File: src/rtl/tx_data_register.sv
// tx_data_register: single-entry USRT transmit holding register; i_Enable writes when empty, i_Done releases, optional sticky o_Overrun via TXDATREG_OVERRUN_EN
module tx_data_register #(
  parameter int DATA_WIDTH = 8
) (
  input  logic                  i_Pclk,
  input  logic                  i_Reset,
  input  logic                  i_Enable,
  input  logic                  i_Done,
  input  logic [DATA_WIDTH-1:0] i_Data,
  output logic [DATA_WIDTH-1:0] o_Data,
  output logic                  o_Busy,
  output logic                  o_Ready
`ifdef TXDATREG_OVERRUN_EN
  ,
  output logic                  o_Overrun
`endif
);
  logic accept;
  assign accept = i_Enable && !o_Busy;
  always_ff @(posedge i_Pclk or negedge i_Reset)
    if (!i_Reset) begin
      o_Data  <= '0;
      o_Busy  <= 1'b0;
      o_Ready <= 1'b0;
    end else begin
      o_Ready <= accept;
      o_Data  <= accept ? i_Data : (o_Busy && i_Done) ? '0 : o_Data;
      o_Busy  <= accept ? 1'b1 : (o_Busy && !i_Done);
    end
`ifdef TXDATREG_OVERRUN_EN
  always_ff @(posedge i_Pclk or negedge i_Reset)
    if (!i_Reset) o_Overrun <= 1'b0;
    else if (i_Enable && o_Busy) o_Overrun <= 1'b1;
`endif
endmodule

File: config.mk
export PLATFORM = sky130hd
export DESIGN_NAME = tx_data_register
export DESIGN_NICKNAME = d
export VERILOG_FILES = /design/src/rtl/tx_data_register.sv
export SDC_FILE = /design/constraint.sdc
export NUM_CORES = 1
export LEC_CHECK = 0
export BUFFER_PORTS_ARGS = -buffer_cell sky130_fd_sc_hd__buf_2
export CORE_AREA = 2 2 39 41
export DETAILED_ROUTE_END_ITERATION = 8
export DIE_AREA = 0 0 41 43
export SYNTH_ARGS = -nofsm -noshare
export SYNTH_HDL_FRONTEND = slang
export SYNTH_SLANG_ARGS = --single-unit
File: constraint.sdc
create_clock -name i_Pclk -period 1.45 [get_ports i_Pclk]
set_input_delay 0.29 -clock i_Pclk [delete_from_list [all_inputs] [get_ports i_Pclk]]
set_output_delay 0.29 -clock i_Pclk [all_outputs]
set_load 0.1 [all_outputs]
==> out/qor.csv, run 1 <==
metric;value;unit
clockPowerShare;18.3;%
drv_cap;0;
cts_buffers;3;
finalSetupTns;0;ps
clock_sinks;10;
setup_viol;0;
synthCells;32;
core_region_area;0.00138;mm²
firstDrtPassIters;3;
clk_pin_slew;60;ps
root_buffer;clkbuf_4;
die_width;41;µm
avgSynthCellArea;14.3;µm²
worstSetupStartpointType;flip-flop;
cp-end-kind;output port;
min_from;i_Data[7];
path_max_fanout;3;
holdPathStages;3;
cts-htree-levels;1;
drc;0;
max_freq;743;MHz
reg2reg_to;o_Data[0]$_DFFE_PN0P_;
diodes;0;
swShare;50.5;%
critPathKind;reg2out;
grt_usage;12.4;%
worst-path-buf-inv;1;
ys_ff_latch;10;
worst_ir_drop_vdd;0.681;mV
reg2reg_slack;390;ps
ant_nets;0;
yosysWarnings;0;
syn_to_final_growth;32.3;%
arrival;1060;ps
syn_nets;44;
start_util;33.0;%
cp_top_family;buffers and inverters;
sequentialPowerShare;34.5;%
dp_hpwl;648;µm
gp_congestion;0.685;
tritoncts;done;
num-fill-cells;139;
drtIter0Drc;9;
synthesis.area;457;µm²
finalCriticalPeriod;1350;ps
drv_slew;0;
critPathMaxStageDelay;430;ps
clock_latency;260;ps
reg2reg_depth;2;
hp-class;in2reg;
grt_pass1_wl;1.41;mm
slowest_stage;buf_2;
whs;319;ps
rr_startpoint;o_Busy$_DFF_PN0_;
die-area;0.00176;mm²
grt_pass1_vias;330;
wl_per_cell;12.3;µm
status;completed;
min_to;o_Data[7]$_DFFE_PN0P_;
totalWireLength;873;µm
max_slew_margin;67.6;%
finalHoldViolCount;0;
critical_path.cell_chain;buf_2;
vias;332;
layout.nets;68;
boundaryPins;22;
p_leak;0.311;nW
die_h;43;µm
worstMarginPinSlew;489;ps
min_period_over_period;92.8;%
antenna_found_initial;0;
ys_types;8;
p_switching;0.537;mW
powerDensity;1760;mW/mm²
rsz0062_at_grt;no;
vias_per_cell;4.68;
ys_seq_area_share;54.8;%
post_cts_resized;0;
overflow;0;
rows;14;
grt_max_degree;12;
p_int;0.527;mW
drive_gt1_share;47.3;%
fin_worst_skew;4.34;ps
ctsLongestPathBuffers;2;
cp.required;1160;ps
port_buffers;21;
comb_power_share;47.2;%
[layout make-up]
class	count	area [µm²]	area share [%]
well taps	16	20.0	3.31
flip-flops and latches	10	251	41.6
repair buffers	22	130	21.5
clock buffers	4	26.3	4.35
multi-input cells	19	176	29.2
[synthesized netlist by cell type, drive strengths merged]
cell type / count / area share, %
mux2i: 8 / 18
dfrtp: 10 / 55
o2bb2ai: 8 / 15
buf: 3 / 6.6
nor2b: 2 / 4.4
or2: 1 / 1.4
[cells in the final DEF (no fill, tap or decap)]
cell / n
buf_12: 1
buf_2: 20
clkbuf_1: 1
clkbuf_4: 3
dfrtp_1: 9
dfrtp_2: 1
dlygate4sd3_1: 1
mux2i_1: 8
nor2b_1: 1
nor2b_4: 1
o2bb2ai_1: 8
or2_1: 1
[worst max path at each step]
stage	from	endpoint	slack, ps	cells after the start
2_1_floorplan	o_Busy$_DFF_PN0_	o_Busy$_DFF_PN0_	90	4
3_3_place_gp	o_Data[7]$_DFFE_PN0P_	o_Data[7]	380	1
3_5_place_dp	o_Data[3]$_DFFE_PN0P_	o_Data[3]	380	1
4_1_cts	o_Data[1]$_DFFE_PN0P_	o_Data[1]	90	1
5_1_grt	o_Data[2]$_DFFE_PN0P_	o_Data[2]	50	1
6_report	o_Data[7]$_DFFE_PN0P_	o_Data[7]	100	1
[through the flow]
stage	power [mW]	cells	utilization, %	instance area (µm²)	setup slack [ps]
finish	1.06	71	43.7	604	105
global route	1.12	71	43.7	604	45.1
CTS	1.08	71	43.7	604	89.1
detailed placement	0.878	66	41.0	568	376
global placement	0.872	66	41.0	568	383
floorplan	0.788	32	-	458	90.1
[state kept, by name, summed over array words and instances (netlist names)]
name / cells
o_Data: 8
o_Ready: 1
o_Busy: 1
[logic make-up (layout without fill, tap and decap cells)]
logic type             after synthesis  in the layout  share of synthesized area, %
AOI/OAI and AO/OA                    8              8                          15.3
buffers and inverters                3             26                          6.58
DFF                                 10             10                          54.8
muxes                                8              8                          17.5
and+or+nand+nor                      3              3                          5.75
[metal layers]
metal / share of wire [%] / global-route usage (%)
met4: 0.57 / 10.0
met1: 46 / 15.3
met3: 7.7 / 3.14
met2: 45 / 17.5
met5: 0 / 0
[power by group through the flow]
stage          combinational, mW  sequential [mW]  clock (mW)
2_1_floorplan             0.0862            0.702           0
3_3_place_gp               0.500            0.372           0
3_5_place_dp               0.504            0.374           0
4_1_cts                    0.506            0.369       0.206
5_1_grt                    0.522            0.377       0.217
6_report                   0.502            0.368       0.195
[what timing repair did]
action,in CTS,in global routing
buffers inserted,0,0
hold buffers,1,0
endpoints found under the hold margin,10,0
Note: power is estimated with default switching activity, not from simulation.
==> run 2: changes to the inputs <==
- PLACE_DENSITY: unset -> 0.68
- REMOVE_ABC_BUFFERS: unset -> 1
==> run 2 against run 1 <==
Critical path depth is the same. Global-route usage grew 1.0 points. Sequential power is essentially flat. Count of clock-buffer cells in the layout is the same. Core utilization grew 0.63 points. Flip-flop and latch count is the same. Clock power grew 26%. Die area is the same. Wire length shrank 0.57%. Critical endpoint is now o_Busy. Highest routed layer unchanged.
==> out/qor.csv, run 2 (synthesis results as in run 1) <==
metric;value;unit;change
ctsLongestPathBuffers;2;;unchanged
port_buffers;21;;unchanged
max_slew_margin;67.8;%;was 67.6%
worst_ir_drop_vdd;0.758;mV;was 0.681 mV
cp.required;1160;ps;about the same
root_buffer;clkbuf_4;;unchanged
worst-path-buf-inv;1;;unchanged
cp-end-kind;output port;;unchanged
critical_path.cell_chain;buf_12;;was buf_2
boundaryPins;22;;unchanged
diodes;0;;unchanged
clock_sinks;10;;unchanged
fin_ws;73.6;ps;was 105 ps
core_region_area;0.00138;mm²;unchanged
pre_cts_ws;304;ps;was 376 ps
hp-class;in2reg;;unchanged
largest_register_ffs;8;;unchanged
cp_top_family;flip-flops;;was buffers and inverters
path_max_fanout;11;;was 3
worstMarginPinSlew;486;ps;was 489 ps
grt_pass1_wl;1.52;mm;was 1.41 mm
tritoncts;done;;unchanged
vias;335;;was 332
num-fill-cells;141;;was 139
min_period_over_period;94.9;%;was 92.8%
fin_worst_skew;3.61;ps;was 4.34 ps
cts-htree-levels;1;;unchanged
clk_pin_slew;70;ps;was 60 ps
firstDrtPassIters;4;;was 3
rsz0062_at_grt;no;;unchanged
ant_nets;0;;unchanged
max_freq;727;MHz;was 743 MHz
slowest_stage;dfrtp_1;;was buf_2
syn_to_final_growth;34.2;%;was 32.3%
top_register;o_Data;;unchanged
wl_per_cell;12.2;µm;was 12.3 µm
multiInputGateArea;176;µm²;unchanged
drc;0;;unchanged
dp_hpwl;622;µm;was 648 µm
critPathMaxStageDelay;590;ps;was 430 ps
final_cell_mix;buf_2 (20), dfrtp_1 (10), mux2i_1 (8), o2bb2ai_1 (8), clkbuf_4 (3);;was buf_2 (20), dfrtp_1 (9), mux2i_1 (8), o2bb2ai_1 (8), clkbuf_4 (3)
clock_latency;260;ps;about the same
power.total;1.12;mW;was 1.06 mW
seqCellArea;250;µm²;was 251 µm²
drv_cap;0;;unchanged
start_util;33.0;%;unchanged
status;completed;;unchanged
die_h;43;µm;unchanged
arrival;1090;ps;was 1060 ps
p_leak;0.318;nW;was 0.311 nW
place_inst;66;;unchanged
grt_pass1_vias;330;;unchanged
powerDensity;1820;mW/mm²;was 1760 mW/mm²
finalSetupTns;0;ps;unchanged
rows;14;;unchanged
top_regs;o_Data: 8 flops, o_Busy: 1 flops, o_Ready: 1 flops;;unchanged
drtIter0Drc;6;;was 9
antenna_found_initial;0;;unchanged
layout.nets;68;;unchanged
post_cts_resized;0;;unchanged
cts_buffers;3;;unchanged
finalInstanceArea;613;µm²;was 604 µm²
layout_commonest_cell;buf_2;;unchanged
die-area;0.00176;mm²;unchanged
grt_max_degree;12;;unchanged
vias_per_cell;4.72;;was 4.68
fin_cells;71;;unchanged
drv_slew;0;;unchanged
setup_viol;0;;unchanged
overflow;0;;unchanged
totalWireLength;868;µm;was 873 µm
drive_gt1_share;47.3;%;unchanged
grt_usage;13.5;%;was 12.4%
gp_congestion;0.652;;was 0.685
placed_cell_area;567;µm²;was 568 µm²
die_width;41;µm;unchanged
critPathKind;reg2out;;unchanged
finalHoldViolCount;0;;unchanged
finalCriticalPeriod;1380;ps;was 1350 ps
worstSetupStartpointType;flip-flop;;unchanged
==> run 2: cell count changes in the layout (fill, tap and decap cells not counted) <==
cell      change
clkbuf_1      -1
clkbuf_8      +1
dfrtp_1       +1
dfrtp_2       -1
==> run 2: metrics by stage <==
| stage | hold WS [ps] | util, % |
|---|---|---|
| after detailed placement | 162 | 41.0 |
| after global routing | 333 | 44.3 |
| after CTS | 314 | 44.3 |
| after floorplan | -5.59 | - |
| final | 323 | 44.3 |
| after global placement | 155 | 41.0 |
==> run 2: layout make-up <==
type                            instances  area share (%)
Sequential cell                        10            40.8
Multi-Input combinational cell         19            28.8
Timing Repair Buffer                   22            21.2
Clock buffer                            4            5.92
Tap cell                               16            3.27
==> run 2: power breakdown <==
part	total, mW	switching [mW]	internal, mW
sequential	0.368	0.0431	0.325
clock	0.246	0.0937	0.152
combinational	0.502	0.407	0.0951
total	1.12	0.543	0.572
==> run 2: metal layers <==
layer | share of wire (%) | GRT usage [%] | routed length [µm]
met5 | 0 | 0 | 0
met4 | 1.2 | 10.0 | 10
met3 | 6.8 | 4.71 | 59
met2 | 45 | 16.3 | 391
met1 | 47 | 19.0 | 405
==> run 2: path summary, 6_finish.rpt <==
path / start / end / slack [ps] / cells past startpoint
max: o_Busy$_DFF_PN0_ / o_Busy / 70 / 1
min in group asynchronous: i_Reset / o_Data[2]$_DFFE_PN0P_ / 410 / 2
max reg2reg: o_Busy$_DFF_PN0_ / o_Data[1]$_DFFE_PN0P_ / 280 / 2
min: i_Data[2] / o_Data[2]$_DFFE_PN0P_ / 320 / 3
max in group asynchronous: i_Reset / o_Data[1]$_DFFE_PN0P_ / 850 / 2
min reg2reg: o_Data[4]$_DFFE_PN0P_ / o_Data[4]$_DFFE_PN0P_ / 510 / 1
==> run 2: timing repair <==
action	CTS	global route
setup endpoints to repair	0	0
hold endpoints to repair	10	0
hold buffers	1	0
setup buffers	0	0
